--- src/rtl/mem_stage_lsu_pkg.sv ---
// Shared definitions for the MEM-stage load/store unit: access-size codes and FSM states.
package mem_stage_lsu_pkg;

    localparam logic [2:0] F3_B  = 3'b000;
    localparam logic [2:0] F3_H  = 3'b001;
    localparam logic [2:0] F3_W  = 3'b010;
    localparam logic [2:0] F3_BU = 3'b100;
    localparam logic [2:0] F3_HU = 3'b101;

    typedef enum logic {
        IDLE = 1'b0,
        WAIT = 1'b1
    } lsu_state_e;

endpackage

--- src/rtl/mem_stage_lsu_align.sv ---
// Combinational lane steering: store byte enables/replication, load extraction/extension, misalign detect.
module lsu_align
    import mem_stage_lsu_pkg::*;
(
    input  logic [2:0]  funct3,
    input  logic [1:0]  addr_lo,
    input  logic        is_load,
    input  logic [31:0] wd,
    input  logic [31:0] rdata,
    output logic [3:0]  be,
    output logic [31:0] wdata,
    output logic [31:0] load_data,
    output logic        misalign
);

    logic [7:0]  byte_v;
    logic [15:0] half_v;

    always_comb begin
        byte_v = 8'(rdata >> {addr_lo, 3'b000});
        half_v = 16'(rdata >> {addr_lo[1], 4'b0000});

        // Unsupported size codes are folded into the misaligned path.
        case (funct3)
            F3_B, F3_BU: misalign = 1'b0;
            F3_H, F3_HU: misalign = addr_lo[0];
            F3_W:        misalign = |addr_lo;
            default:     misalign = 1'b1;
        endcase

        case (funct3)
            F3_B:    load_data = {{24{byte_v[7]}}, byte_v};
            F3_BU:   load_data = {24'd0, byte_v};
            F3_H:    load_data = {{16{half_v[15]}}, half_v};
            F3_HU:   load_data = {16'd0, half_v};
            F3_W:    load_data = rdata;
            default: load_data = 32'd0;
        endcase

        case (funct3[1:0])
            2'b00:   begin be = 4'b0001 << addr_lo; wdata = {4{wd[7:0]}};  end
            2'b01:   begin be = 4'b0011 << addr_lo; wdata = {2{wd[15:0]}}; end
            default: begin be = 4'b1111;            wdata = wd;            end
        endcase
        if (is_load)
            be = 4'b1111;
    end

endmodule

--- src/rtl/mem_stage_lsu.sv ---
// MEM-stage load/store unit: bus handshake FSM with timeout, pipeline stall, and MEM/WB register.
module mem_stage_lsu
    import mem_stage_lsu_pkg::*;
#(
    parameter int TIMEOUT = 16,
    parameter int CNT_W   = 5
) (
    input  logic        clk,
    input  logic        rst_n,
    input  logic        mem_read_i,
    input  logic        mem_write_i,
    input  logic        mem_to_reg_i,
    input  logic        reg_write_i,
    input  logic [2:0]  funct3_i,
    input  logic [31:0] result_i,
    input  logic [31:0] write_data_i,
    input  logic [4:0]  rd_i,
    output logic        dmem_req,
    output logic        dmem_we,
    output logic [31:0] dmem_addr,
    output logic [31:0] dmem_wdata,
    output logic [3:0]  dmem_be,
    input  logic        dmem_ready,
    input  logic [31:0] dmem_rdata,
    output logic        stall_mem,
    output logic        reg_write_wb,
    output logic        mem_to_reg_wb,
    output logic [31:0] read_data_wb,
    output logic [31:0] alu_result_wb,
    output logic [4:0]  rd_wb,
    output logic        misalign_err,
    output logic        bus_err
);

    lsu_state_e       state, state_nx;
    logic [CNT_W-1:0] cnt, cnt_nx;
    logic             access, misalign, bad_access;
    logic             req_int, stall_int, timeout_hit;
    logic [31:0]      load_data;

    assign access = mem_read_i | mem_write_i;

    lsu_align u_align (
        .funct3    (funct3_i),
        .addr_lo   (result_i[1:0]),
        .is_load   (mem_read_i),
        .wd        (write_data_i),
        .rdata     (dmem_rdata),
        .be        (dmem_be),
        .wdata     (dmem_wdata),
        .load_data (load_data),
        .misalign  (misalign)
    );

    assign bad_access  = (state == IDLE) & access & misalign;
    assign req_int     = ((state == IDLE) & access & ~misalign) | (state == WAIT);
    assign timeout_hit = (state == WAIT) & (cnt == CNT_W'(TIMEOUT - 1)) & ~dmem_ready;
    assign stall_int   = req_int & ~dmem_ready & ~timeout_hit;

    // Bus-facing outputs are forced low while reset is held; internal logic uses the ungated terms.
    assign dmem_req  = rst_n & req_int;
    assign dmem_we   = rst_n & req_int & mem_write_i & ~mem_read_i;
    assign stall_mem = rst_n & stall_int;
    assign dmem_addr = {result_i[31:2], 2'b00};

    always_comb begin
        state_nx = state;
        cnt_nx   = cnt;
        case (state)
            IDLE: begin
                if (req_int & ~dmem_ready) begin
                    state_nx = WAIT;
                    cnt_nx   = '0;
                end
            end
            WAIT: begin
                if (dmem_ready | timeout_hit)
                    state_nx = IDLE;
                else
                    cnt_nx = cnt + 1'b1;
            end
            default: state_nx = IDLE;
        endcase
    end

    always_ff @(posedge clk or negedge rst_n) begin
        if (!rst_n) begin
            state         <= IDLE;
            cnt           <= '0;
            misalign_err  <= 1'b0;
            bus_err       <= 1'b0;
            reg_write_wb  <= 1'b0;
            mem_to_reg_wb <= 1'b0;
            read_data_wb  <= 32'd0;
            alu_result_wb <= 32'd0;
            rd_wb         <= 5'd0;
        end else begin
            state        <= state_nx;
            cnt          <= cnt_nx;
            misalign_err <= bad_access;
            bus_err      <= timeout_hit;
            // MEM/WB boundary: bubble on stall, abort or misalign; otherwise capture EX/MEM.
            if (stall_int | timeout_hit | bad_access) begin
                reg_write_wb  <= 1'b0;
                mem_to_reg_wb <= 1'b0;
            end else begin
                reg_write_wb  <= reg_write_i;
                mem_to_reg_wb <= mem_to_reg_i;
                read_data_wb  <= mem_read_i ? load_data : 32'd0;
                alu_result_wb <= result_i;
                rd_wb         <= rd_i;
            end
        end
    end

endmodule
--- config.mk ---
export PLATFORM = sky130hd
export DESIGN_NAME = mem_stage_lsu
export DESIGN_NICKNAME = d
export VERILOG_FILES = /design/src/rtl/mem_stage_lsu_pkg.sv /design/src/rtl/mem_stage_lsu_align.sv /design/src/rtl/mem_stage_lsu.sv
export SDC_FILE = /design/constraint.sdc
export NUM_CORES = 1
export LEC_CHECK = 0
export BUFFER_PORTS_ARGS = -buffer_cell sky130_fd_sc_hd__buf_4
export CAP_MARGIN = 25
export CORE_ASPECT_RATIO = 1.2
export CORE_MARGIN = 4
export CORE_UTILIZATION = 44
export DETAILED_ROUTE_END_ITERATION = 8
export PLACE_DENSITY = 0.82
export SYNTH_ARGS = -nofsm -noshare
export SYNTH_HDL_FRONTEND = slang
export SYNTH_SLANG_ARGS = --single-unit
--- constraint.sdc ---
create_clock -name clk -period 2.4 [get_ports clk]
set_clock_uncertainty 0.05 [all_clocks]
set_input_delay 0.36 -clock clk [delete_from_list [all_inputs] [get_ports clk]]
set_output_delay 0.36 -clock clk [all_outputs]
set_load 0.05 [all_outputs]
; ---- Word-level counts from Yosys, hierarchy flattened
; Index checks and enable logic that the tools add are counted.
[totals]
elab_cells = 63
mem_bits_rw = 0
register_bits = 79
mem_count = 0
latchBits = 0
out_inout_bits = 144
romBits = 0
in_bits = 111
[classes]
n_eq_ne = 8
muxes = 14
div = 0
bitwise_logic = 21
addsub = 1
shift = 4
n_reduce_logical = 6
n_mul = 0
magnitude_cmp = 0
[op_table]
columns = cell, n
row1 = $pmux 32 s5, 1
row2 = $pmux 32 s2, 1
row3 = $mux 32, 1
row4 = $shr 32x5->16, 1
row5 = $shr 32x5->8, 1
row6 = $and 1x1->1, 11
row7 = $mux 5, 2
row8 = $pmux 5 s2, 1
row9 = $pmux 4 s2, 1
row10 = $eq 3x3->1 const B, 2
row11 = $reduce_or 2->1, 3
row12 = $add 5x1->5 const B, 1
row13 = $eq 5x4->1 const B, 1
row14 = $not 1->1, 5
row15 = $or 1x1->1, 5
row16 = $mux 1, 4
row17 = $mux 4, 1
row18 = $shl 1x2->4 const A, 1
row19 = $shl 2x2->4 const A, 1
row20 = $eq 3x1->1 const B, 1
row21 = $eq 3x2->1 const B, 1
row22 = $logic_not 3->1, 1
row23 = $pmux 1 s3, 1
row24 = $eq 2x1->1 const B, 1
row25 = other kinds (5), 5

; ---- Logic depth before layout (Yosys ltp)
; Gate-level depths: netlist of run 1.
[logic_depth]
ltp_word = 11
depth_mapped = 8
depth_no_buf = 6

; ---- By module
; From an unflattened synthesis of run 1, not the netlist that was laid out.
[unflattened]
hier_cells = 549
area_unflattened_um2 = 4687.0
[by_module_without_submodules]
columns = mod, seq_area_each_um2, cells_per_inst, area_per_inst_um2, n_inst
row1 = mem_stage_lsu, 1976.9, 377, 3380.7, 1
row2 = lsu_align, 0.0, 172, 1306.3, 1

; ---- Least setup slack after synthesis of run 1
; OpenSTA, ideal clock, no wires.
[synth_path]
kind = input port to output port
start = input funct3_i[0]
end = output dmem_wdata[24]
required_ns = 1.990
setup_slack_ns = -0.167
path_buffers = 2
arrival_time_ns = 2.157
stages = 4
path_cell_list = buf_2 > buf_1 > mux2i_1 > o21ai_0
[synth_via]
elab_chain_len = 2
elab_cells_between_ends = 3
cone_classes = 1 x eq/ne / 1 x mux / 1 x reduce/logical
[synth_lines]
columns = element, line_no
row1 = from (decl), mem_stage_lsu.sv:14  ; input logic [2:0] funct3_i,
row2 = $eq 2x1->1 / $logic_not 2->1 (equally long branches), mem_stage_lsu_align.sv:40  ; case (funct3[1:0])
row3 = $pmux 32 s2 *, mem_stage_lsu_align.sv:40
row4 = to (decl), mem_stage_lsu.sv:21  ; output logic [31:0] dmem_wdata,
; Mark *: on every way between the ends. The rest lies on a longest branch, timed or not.

; ---- Worst setup path after layout of run 1
[layout_path]
start = register cnt[0]
end = output stall_mem
[layout_via]
elab_chain_len = 6
[layout_lines]
columns = element, line_no
row1 = from (decl), mem_stage_lsu.sv:36  ; logic [CNT_W-1:0] cnt, cnt_nx;
row2 = from (signal assigned), mem_stage_lsu.sv:99  ; cnt <= cnt_nx;
row3 = $eq 5x4->1, mem_stage_lsu.sv:57  ; assign timeout_hit = (state == WAIT) & (cnt == CNT_W'(TIMEOUT - 1)) & ~dmem_ready;
row4 = $and 1x1->1 (2 in a row), mem_stage_lsu.sv:57
row5 = $not 1->1, mem_stage_lsu.sv:58  ; assign stall_int = req_int & ~dmem_ready & ~timeout_hit;
row6 = $and 1x1->1, mem_stage_lsu.sv:58
row7 = $and 1x1->1, mem_stage_lsu.sv:63  ; assign stall_mem = rst_n & stall_int;
row8 = to (decl), mem_stage_lsu.sv:25  ; output logic stall_mem,
; Every way passes these cells.

==> results.ini, run 1 <==
[status]
status = finished clean

[synth]
yosys-top-cells-count = dfrtp_1 (79), mux2_2 (60), buf_4 (47), o2bb2ai_1 (32), o21ai_0 (18)
ys_types = 40
synth_edf_count = 0
synth_largest_area_cell = dfrtp_1
synth_cells = 361
synth_top_area_frac = 0.4681
synthTopCellsByArea = dfrtp_1 (47%), mux2_2 (16%), buf_4 (8.4%)
postSynth.topFlopCell = dfrtp_1
synth_area_um2 = 4223
yosysWarnings = 0
syn_area_per_cell_um2 = 11.70
ys_async_sr_fraction = 1.000
yosysSeqAreaShare = 0.4681
yosys_register_bits = 79
synth_most_common_cell = dfrtp_1

[floorplan]
num_rows = 38
dieArea_um2 = 11240
io_pins = 255
core_um2 = 9224
die_w_um = 97.43
start_util = 0.4578
die_h_um = 115.3

[power]
switching_share = 0.4087
power_density_nw_per_um2 = 714.1
power.internal_w = 0.002642
clkPwrFrac = 0.235
ir_drop_mv = 0.5103
p_leak_nw = 3.027
finalPower_w = 0.004468
pwr-share-comb = 0.412
switchingPower_w = 0.001826
power.share.sequential = 0.353

[critical_path]
cp_data_arrival_time_ps = 1900
cp-start-kind = flip-flop
cpPeakStageDelay_ps = 400
endpoint_kind = output port
crit_required_ps = 1990
worstReg2RegEnd = rd_wb[4]
critPathKind = reg2out
crit_start = cnt[0]
crit_buf_inv = 1
ff2ff_path_depth = 4
cp_top_family = simple AND/OR/NAND/NOR gates
cp_slowest_cell = dfrtp_1
rr_startpoint = state
rrSetupSlack_ps = 390
cp_max_fo = 5
worstPathCellList = ha_2 -> and3_1 -> ha_2 -> nand2_2 -> nor3b_4 -> and2_4 -> buf_8
cpMostUsedCell = ha_2

[finish]
nNetsFinal = 691
regArea_um2 = 1977
antenna_cells = 0
multiInputGateArea_um2 = 1833
drive_gt1_frac = 0.6106
fillCellCount = 700
syn_to_final_growth_pct = 48.18

[drt]
wl_per_cell_um = 19.29
dr_total_vias = 3910
postRouteAntennaNets = 0
routed_wl_um = 13560
first_pass_iters = 5
viasPerCell = 5.562
drt_iter0_markers = 285
drc_errors = 0

[worst_hold_path]
hold_path_class = in2reg
holdPathEnd = mem_to_reg_wb
worstHoldStart = mem_to_reg_i
hold-path-cell-count = 2

[timing]
rsz0062_at_grt = false
setup_tns_ps = 0
report.final.slew_viol_count = 0
worst_pin_slew_ps = 929.9
finalSetupViolations = 0
final-hold-violation-count = 0
finalCritPeriodShare = 0.9640
setup_ws_ps = 86.38
finalCriticalPeriod_ps = 2314
maxSlewHeadroom = 0.3787
max_freq_mhz = 432.2

[cts]
cts_tree = done
cts-root-buf = clkbuf_8
htreeDepth = 3
clockBufferDepth = 2
cts.sinks = 79
cts_buffers = 9
insertion_delay_ps = 340
clk_pin_slew_worst_paths_ps = 100

[global_route]
grt_use_total = 0.2279
antenna_found_initial = 0
grt_max_degree = 40
grt-ovfl-total = 0
grt_pass1_vias = 4020
grt_pass1_wl_um = 20680

[placement]
place_hpwl_um = 10330
gp_congestion = 0.9204
portBuffers = 252
post-place-ws_ps = 192.8

[run]
maxCapViolCount = 0

[final cells by class]
type,instances,area share
Timing Repair Buffer,272,0.3319
Sequential cell,79,0.3159
Multi-Input combinational cell,213,0.2929
Tap cell,120,0.02400
Clock buffer,9,0.01980
Clock inverter,7,0.01360
Inverter,3,0.001800
[power groups by stage]
stage | logic (W) | clock network (W) | registers (W)
finish | 0.00184 | 0.00105 | 0.00158
global route | 0.00192 | 0.00114 | 0.00160
CTS | 0.00184 | 0.00108 | 0.00158
detailed placement | 0.00181 | 0 | 0.00161
global placement | 0.00178 | 0 | 0.00160
floorplan | 0.000703 | 0 | 0.00209
[cells in the final DEF, fill, tap and decap left out, types with 2 or more instances in the layout]
cell / Yosys / routed
or3_1: 2 / 2
o2bb2ai_1: 32 / 32
a21oi_1: 3 / 3
inv_6: 0 / 4
a22oi_1: 17 / 17
ha_2: 0 / 2
buf_4: 47 / 268
nor3_1: 2 / 2
a222oi_1: 7 / 7
nor2b_1: 4 / 4
mux2i_1: 12 / 12
clkbuf_8: 0 / 9
o21ai_1: 0 / 9
mux2_2: 60 / 60
inv_1: 3 / 3
o21ai_0: 18 / 9
buf_12: 0 / 2
nor2_1: 9 / 9
a221oi_1: 9 / 9
nand2_1: 11 / 10
and3_1: 2 / 2
dfrtp_1: 79 / 79
conb_1: 1 / 2
[metrics by stage]
stage          utilization  hold slack [ps]  instance area, um^2  instances
5_1_grt             0.6784            159.9                 6257        703
3_3_place_gp        0.6475            107.7                 5972        681
3_5_place_dp        0.6475            109.1                 5972        681
2_1_floorplan            -            14.41                 4227        362
4_1_cts             0.6762            163.6                 6237        701
6_report            0.6784            180.0                 6257        703
[worst max path at each step]
stage | to | slack (ps) | cells past startpoint
2_1_floorplan | stall_mem | 130 | 6
3_3_place_gp | alu_result_wb[28] | 300 | 6
3_5_place_dp | stall_mem | 190 | 7
4_1_cts | stall_mem | 30 | 7
5_1_grt | stall_mem | 10 | 7
6_report | stall_mem | 90 | 7
[state kept, by name, indices dropped and copies added, names as in the netlist]
signal and count:
alu_result_wb 32, misalign_err 1, cnt 5, rd_wb 5, read_data_wb 32, reg_write_wb 1, state 1, mem_to_reg_wb 1
bus_err 1
[kinds of logic after synthesis]
group / count (synthesis) / share of synthesized area
AO/OA/AOI/OAI: 91 / 0.1677
XOR/XNOR: 1 / 0.002074
adder cells (fa/ha/maj): 2 / 0.005925
buffers and inverters: 70 / 0.1049
flip-flops: 79 / 0.4681
multiplexers: 74 / 0.1964
other: 1 / 0.0008880
AND/OR/NAND/NOR: 43 / 0.05393
[metal layers]
layer,part of all wire,wire length [um],vias to the layer above,track usage
met4,0.034,466,0,0.1062
met1,0.36,4836,1921,0.2616
li1,-,-,1744,-
met3,0.079,1067,37,0.05158
met2,0.53,7189,208,0.4056
met5,0,0,-,0
[timing repair]
item	4_1_cts	5_1_grt
hold buffers	1	0
buffers inserted	3	1
cloned	0	0
endpoints found under the hold margin	1	0
endpoints found under the setup margin	1	1
pin swaps	0	0
gates resized for setup	6	2
No activity file was read; power rests on OpenSTA's default activity.
==> inputs of run 2 (changes only) <==
--- a/config.mk
+++ b/config.mk
@@ -12,6 +12,7 @@
 export CORE_UTILIZATION = 44
 export DETAILED_ROUTE_END_ITERATION = 8
 export PLACE_DENSITY = 0.82
+export RECOVER_POWER = 50
 export SYNTH_ARGS = -nofsm -noshare
 export SYNTH_HDL_FRONTEND = slang
 export SYNTH_SLANG_ARGS = --single-unit
==> constraint.sdc (replaced) <==
create_clock -name clk -period 2.25 [get_ports clk]
set_clock_uncertainty 0.05 [all_clocks]
set_input_delay 0.3375 -clock clk [delete_from_list [all_inputs] [get_ports clk]]
set_output_delay 0.3375 -clock clk [all_outputs]
set_load 0.05 [all_outputs]
==> results.ini, run 2 (synthesis gave the netlist of run 1 again) <==
[status]
status = complete, but fails checks
failed_checks = setup timing

[finish]
utilization = 0.6700  ; -0.008411
regArea_um2 = 1977  ; unchanged
layout_common_cells = buf_4 (236), dfrtp_1 (79), mux2_2 (60)
final_common_cell = buf_4
drive_gt1_frac = 0.5533  ; -0.05734
top_regs = alu_result_wb x32, read_data_wb x32
multiInputGateArea_um2 = 1858  ; +1.4%
nNetsFinal = 699  ; +1.2%
antenna_cells = 0  ; unchanged
instances_no_fill = 711  ; +1.1%
fillCellCount = 755  ; +7.9%
syn_to_final_growth_pct = 46.34

[global_route]
grt_use_total = 0.2367  ; +0.008842
grt-ovfl-total = 0  ; unchanged
grt_pass1_wl_um = 21190  ; +2.5%
antenna_found_initial = 0  ; unchanged
grt_max_degree = 78  ; +95%
grt_pass1_vias = 4033  ; +0.32%

[drt]
met1_length_um = 4966  ; +2.7%
dr_total_vias = 3989  ; +2.0%
routed_wl_um = 14020  ; +3.4%
wl_per_cell_um = 19.72  ; +2.3%
drt_iter0_markers = 321  ; +13%
drc_errors = 0  ; unchanged
viasPerCell = 5.610  ; +0.87%
top_layer_used = met4
first_pass_iters = 8  ; +3
postRouteAntennaNets = 0  ; unchanged
wl_met2_um = 7436  ; +3.4%
wl_met3_um = 1200  ; +12%

[timing]
rsz0062_at_grt = true
worst_pin_slew_ps = 1013  ; +82.65 ps
finalCriticalPeriod_ps = 2252
final-hold-violation-count = 0  ; unchanged
max_freq_mhz = 444.1
maxSlewHeadroom = 0.3250  ; -0.05376
setup_ws_ps = -1.976  ; -88.36 ps
report.final.slew_viol_count = 0  ; unchanged
finalCritPeriodShare = 1.001
finalSetupViolations = 1  ; +1

[critical_path]
worstReg2RegEnd = read_data_wb[0]
rrSetupSlack_ps = 220  ; -170 ps
cp-start-kind = flip-flop
cp_top_family = simple AND/OR/NAND/NOR gates
crit_buf_inv = 1  ; unchanged
worstPathCellList = ha_2 -> and3_4 -> ha_4 -> nand2_4 -> nor3b_4 -> and2_4 -> buf_8
ff2ff_path_depth = 5  ; +1
rr_startpoint = state
cpPeakStageDelay_ps = 400  ; about the same
cp_max_fo = 3  ; -2
cp_slowest_cell = dfrtp_1
crit_required_ps = 1860  ; -130 ps
cp_data_arrival_time_ps = 1860  ; -40 ps
endpoint_kind = output port
critPathKind = reg2out

[placement]
place_hpwl_um = 10450  ; +1.2%
dp_cells = 682  ; +0.15%
gp_congestion = 0.8917  ; -3.1%
portBuffers = 252  ; unchanged

[run]
maxCapViolCount = 0  ; unchanged

[cts]
cts-root-buf = clkbuf_8
cts.sinks = 79  ; unchanged
cts_tree = done
clockBufferDepth = 2  ; unchanged
insertion_delay_ps = 350  ; about the same
clk_pin_slew_worst_paths_ps = 90  ; about the same
cts_buffers = 9  ; unchanged
htreeDepth = 3  ; unchanged

[worst_hold_path]
holdPathEnd = alu_result_wb[10]
hold_path_class = in2reg
worstHoldStart = result_i[10]
hold-path-cell-count = 2  ; unchanged

[power]
p_leak_nw = 2.933  ; -3.1%
power_density_nw_per_um2 = 764.5  ; +7.1%
ir_drop_mv = 0.4888  ; -4.2%

[floorplan]
core_um2 = 9224  ; unchanged
start_util = 0.4578  ; unchanged
dieArea_um2 = 11240  ; unchanged
num_rows = 38  ; unchanged
die_w_um = 97.43  ; unchanged
io_pins = 255  ; unchanged
die_h_um = 115.3  ; unchanged

-- run 2: cell types whose count changed in the layout (fill, tap and decap cells not counted), sizes merged --
cell / change
buf: -33
clkinv: +2
clkinvlp: +1
inv: -5
clkbuf: +43
-- run 2: power breakdown --
group	internal (W)	leakage, nW	switching (W)
sequential	0.00159	1.01	0.000101
combinational	0.000666	1.82	0.00128
clock	0.000571	0.105	0.000520
-- run 2: repair_timing --
item                       4_1_cts  5_1_grt
setup endpoints to repair        1        1
hold buffers                     1        0
pin swaps                        3        3
hold endpoints to repair         2        0
resized for setup                7        5
setup buffers                    5        4
-- run 2: how the worst max path moves through the flow --
stage	start	to	slack, ps	depth (start not counted)
floorplan	cnt[0]	stall_mem	0.8	6
global placement	cnt[0]	stall_mem	170	7
detailed placement	cnt[0]	stall_mem	100	7
CTS	cnt[1]	stall_mem	2	7
global route	cnt[1]	stall_mem	-90	7
finish	cnt[0]	stall_mem	-2	7
-- run 2: through the flow --
step,hold WS (ps),total power (W),setup WS (ps),setup TNS (ps),cell area (um^2)
global route,145.6,0.004914,-92.19,-104.4,6180
CTS,134.3,0.004770,2.474,0,6254
global placement,87.23,0.003604,172.4,0,5967
finish,150.6,0.004724,-1.976,-1.976,6180
floorplan,-8.091,0.002981,0.8373,0,4227
detailed placement,88.70,0.003649,102.4,0,5967
-- run 2: cell type report --
type,count,share of cell area
timing repair buffer,280,0.3197
sequential,79,0.3199
clock inverter,5,0.009111
inverter,3,0.001822
clock buffer,11,0.02450
tap,120,0.02430
multi-input combinational,213,0.3007
-- run 2: layer usage --
layer | global-route usage | vias to the layer above
met5 | 0 | -
met4 | 0.1025 | 0
met3 | 0.05279 | 32
met2 | 0.4266 | 240
met1 | 0.2712 | 1951
li1 | - | 1766
==> inputs of run 3 (changes only) <==
--- a/config.mk
+++ b/config.mk
@@ -5,11 +5,12 @@
 export SDC_FILE = /design/constraint.sdc
 export NUM_CORES = 1
 export LEC_CHECK = 0
+export ABC_AREA = 1
 export BUFFER_PORTS_ARGS = -buffer_cell sky130_fd_sc_hd__buf_4
 export CAP_MARGIN = 25
 export CORE_ASPECT_RATIO = 1.2
 export CORE_MARGIN = 4
-export CORE_UTILIZATION = 44
+export CORE_UTILIZATION = 46
 export DETAILED_ROUTE_END_ITERATION = 8
 export PLACE_DENSITY = 0.82
 export RECOVER_POWER = 50
==> results.ini, run 3 <==
[status]
status = finished clean

[drt]
drc_errors = 0  ; unchanged
postRouteAntennaNets = 0  ; unchanged
viasPerCell = 4.932  ; -12%
first_pass_iters = 5  ; -3
dr_total_vias = 5198  ; +30%
routed_wl_um = 16650  ; +19%
drt_iter0_markers = 238  ; -26%
wl_per_cell_um = 15.80  ; -20%

[finish]
top_regs = alu_result_wb x32, read_data_wb x32
multiInputGateArea_um2 = 2245  ; +21%
final_common_cell = nand2_1
layout_common_cells = nand2_1 (376), buf_4 (192), dfrtp_1 (79)
fillCellCount = 1021  ; +35%
regArea_um2 = 1977  ; unchanged
nNetsFinal = 1033  ; +48%
utilization = 0.6331  ; -0.03689
syn_to_final_growth_pct = 34.17
antenna_cells = 0  ; unchanged
drive_gt1_frac = 0.2746  ; -0.2787

[synth]
synth_most_common_cell = nand2_1
yosysSeqAreaShare = 0.3984  ; -0.06976
ys_types = 31  ; -23%
synth_cells = 714  ; +98%
yosysWarnings = 0  ; unchanged
synth_largest_area_cell = dfrtp_1
synth_edf_count = 0  ; unchanged
yosys-top-cells-count = nand2_1 (377), dfrtp_1 (79), buf_4 (44), inv_1 (40), nand3_1 (31)
ys_async_sr_fraction = 1.000  ; unchanged
synth_top_area_frac = 0.3984  ; -0.06976
synth_area_um2 = 4962  ; +18%
yosys_register_bits = 79  ; unchanged
postSynth.topFlopCell = dfrtp_1
syn_area_per_cell_um2 = 6.950  ; -41%
synthTopCellsByArea = dfrtp_1 (40%), nand2_1 (29%), buf_4 (6.7%)

[critical_path]
rr_startpoint = state
ff2ff_path_depth = 8  ; +3
cp_max_fo = 4  ; +1
crit_required_ps = 1860  ; about the same
endpoint_kind = output port
rrSetupSlack_ps = 480  ; +260 ps
worstReg2RegEnd = alu_result_wb[23]
cp_slowest_cell = dfrtp_1
cpMostUsedCell = nor2_1
critPathKind = reg2out
cpPeakStageDelay_ps = 400  ; about the same
cp_data_arrival_time_ps = 1730  ; -130 ps
worstPathCellList = ha_2 -> nand2_1 -> nor2_1 -> ha_1 -> nand2_2 -> nor2_1 -> nor3_2 -> buf_6
cp-start-kind = flip-flop
crit_start = cnt[0]

[global_route]
grt_use_total = 0.2618  ; +0.02505
grt_max_degree = 38  ; -51%
grt_pass1_vias = 5109  ; +27%
grt-ovfl-total = 0  ; unchanged
grt_pass1_wl_um = 25280  ; +19%
antenna_found_initial = 1  ; +1

[placement]
portBuffers = 252  ; unchanged
gp_congestion = 0.8849  ; -0.76%
place_hpwl_um = 12820  ; +23%

[cts]
cts_tree = done
htreeDepth = 3  ; unchanged
clk_pin_slew_worst_paths_ps = 60  ; -30 ps
cts_buffers = 9  ; unchanged
insertion_delay_ps = 330  ; -20 ps
clockBufferDepth = 2  ; unchanged
cts-root-buf = clkbuf_16
cts.sinks = 79  ; unchanged

[timing]
final-hold-violation-count = 0  ; unchanged
finalCriticalPeriod_ps = 2122  ; -130.3 ps
finalSetupViolations = 0  ; -1
rsz0062_at_grt = false
report.final.slew_viol_count = 0  ; unchanged
max_freq_mhz = 471.3  ; +6.1%
maxSlewHeadroom = 0.3614  ; +0.03644
setup_tns_ps = 0  ; +1.976 ps
finalCritPeriodShare = 0.9430  ; -0.05792
worst_pin_slew_ps = 957.9  ; -54.66 ps

[floorplan]
core_um2 = 10520  ; +14%
num_rows = 41  ; +7.9%
die_h_um = 121.8  ; +5.6%
dieArea_um2 = 12520  ; +11%
die_w_um = 102.8  ; +5.5%
start_util = 0.4719  ; +0.01405
io_pins = 255  ; unchanged

[power]
p_leak_nw = 3.787  ; +29%
ir_drop_mv = 0.3579  ; -27%
power_density_nw_per_um2 = 760.8  ; -0.48%

[worst_hold_path]
hold-path-cell-count = 2  ; unchanged
hold_path_class = in2reg
holdPathEnd = bus_err
worstHoldStart = dmem_ready

[run]
maxCapViolCount = 0  ; unchanged

-- run 3: layout make-up --
cell class	instances	share of cell area
clock buffer	10	0.03439
clock inverter	6	0.005638
inverter	56	0.03195
multi-input combinational	505	0.3372
sequential	79	0.2969
tap	129	0.02424
timing repair buffer	269	0.2697
-- run 3: routing by layer --
layer | up-vias | GRT usage | share of wire
met4 | 2 | 0.1045 | 0.029
met5 | - | 0 | 0.00072
li1 | 2551 | - | -
met1 | 2342 | 0.2843 | 0.36
met3 | 30 | 0.08935 | 0.12
met2 | 273 | 0.4616 | 0.50
-- run 3: power breakdown --
group,switching [W],internal [W]
sequential,0.000102,0.00160
clock,0.000575,0.000741
combinational,0.00150,0.000542
-- run 3: worst max-delay path, delay by kind of cell (launching register included) --
kind          cells  cell delay [ps]
fa+ha+maj         2              370
buf+inv           1              180
flops             1              400
simple gates      5              440
-- run 3: cells by family after synthesis --
group,count (synthesis),synth area share
AO/OA/AOI/OAI,50,0.05598
XOR/XNOR,1,0.001765
adder cells (fa/ha/maj),2,0.005042
buffers and inverters,131,0.1515
flip-flops,79,0.3984
other,1,0.0007557
AND/OR/NAND/NOR,450,0.3865
-- run 3: worst max-delay path by stage --
stage                      to  slack, ps
6_report            stall_mem        130
3_5_place_dp   dmem_wdata[31]        330
2_1_floorplan  dmem_wdata[12]        -40
5_1_grt             stall_mem         10
3_3_place_gp   dmem_wdata[31]        380
4_1_cts             stall_mem         80
-- run 3: timing repair --
action,in CTS,in global routing
setup endpoints to repair,0,1
setup buffers,0,0
endpoints found under the hold margin,6,0
hold buffers,1,0
gates resized for setup,0,3
-- run 3: metrics by stage --
step                      std cells  worst slack (ps)  hold slack [ps]  area [um^2]  power (W)
after floorplan                 715            -43.97           -8.091         4976   0.003175
after global placement         1037             377.7            124.8         6648   0.003866
after detailed placement       1037             325.5            124.6         6648   0.003893
after CTS                      1054             79.40            137.3         6924   0.005214
after global routing           1054             12.00            136.5         6658   0.005325
final                          1054             128.4            150.0         6658   0.005065
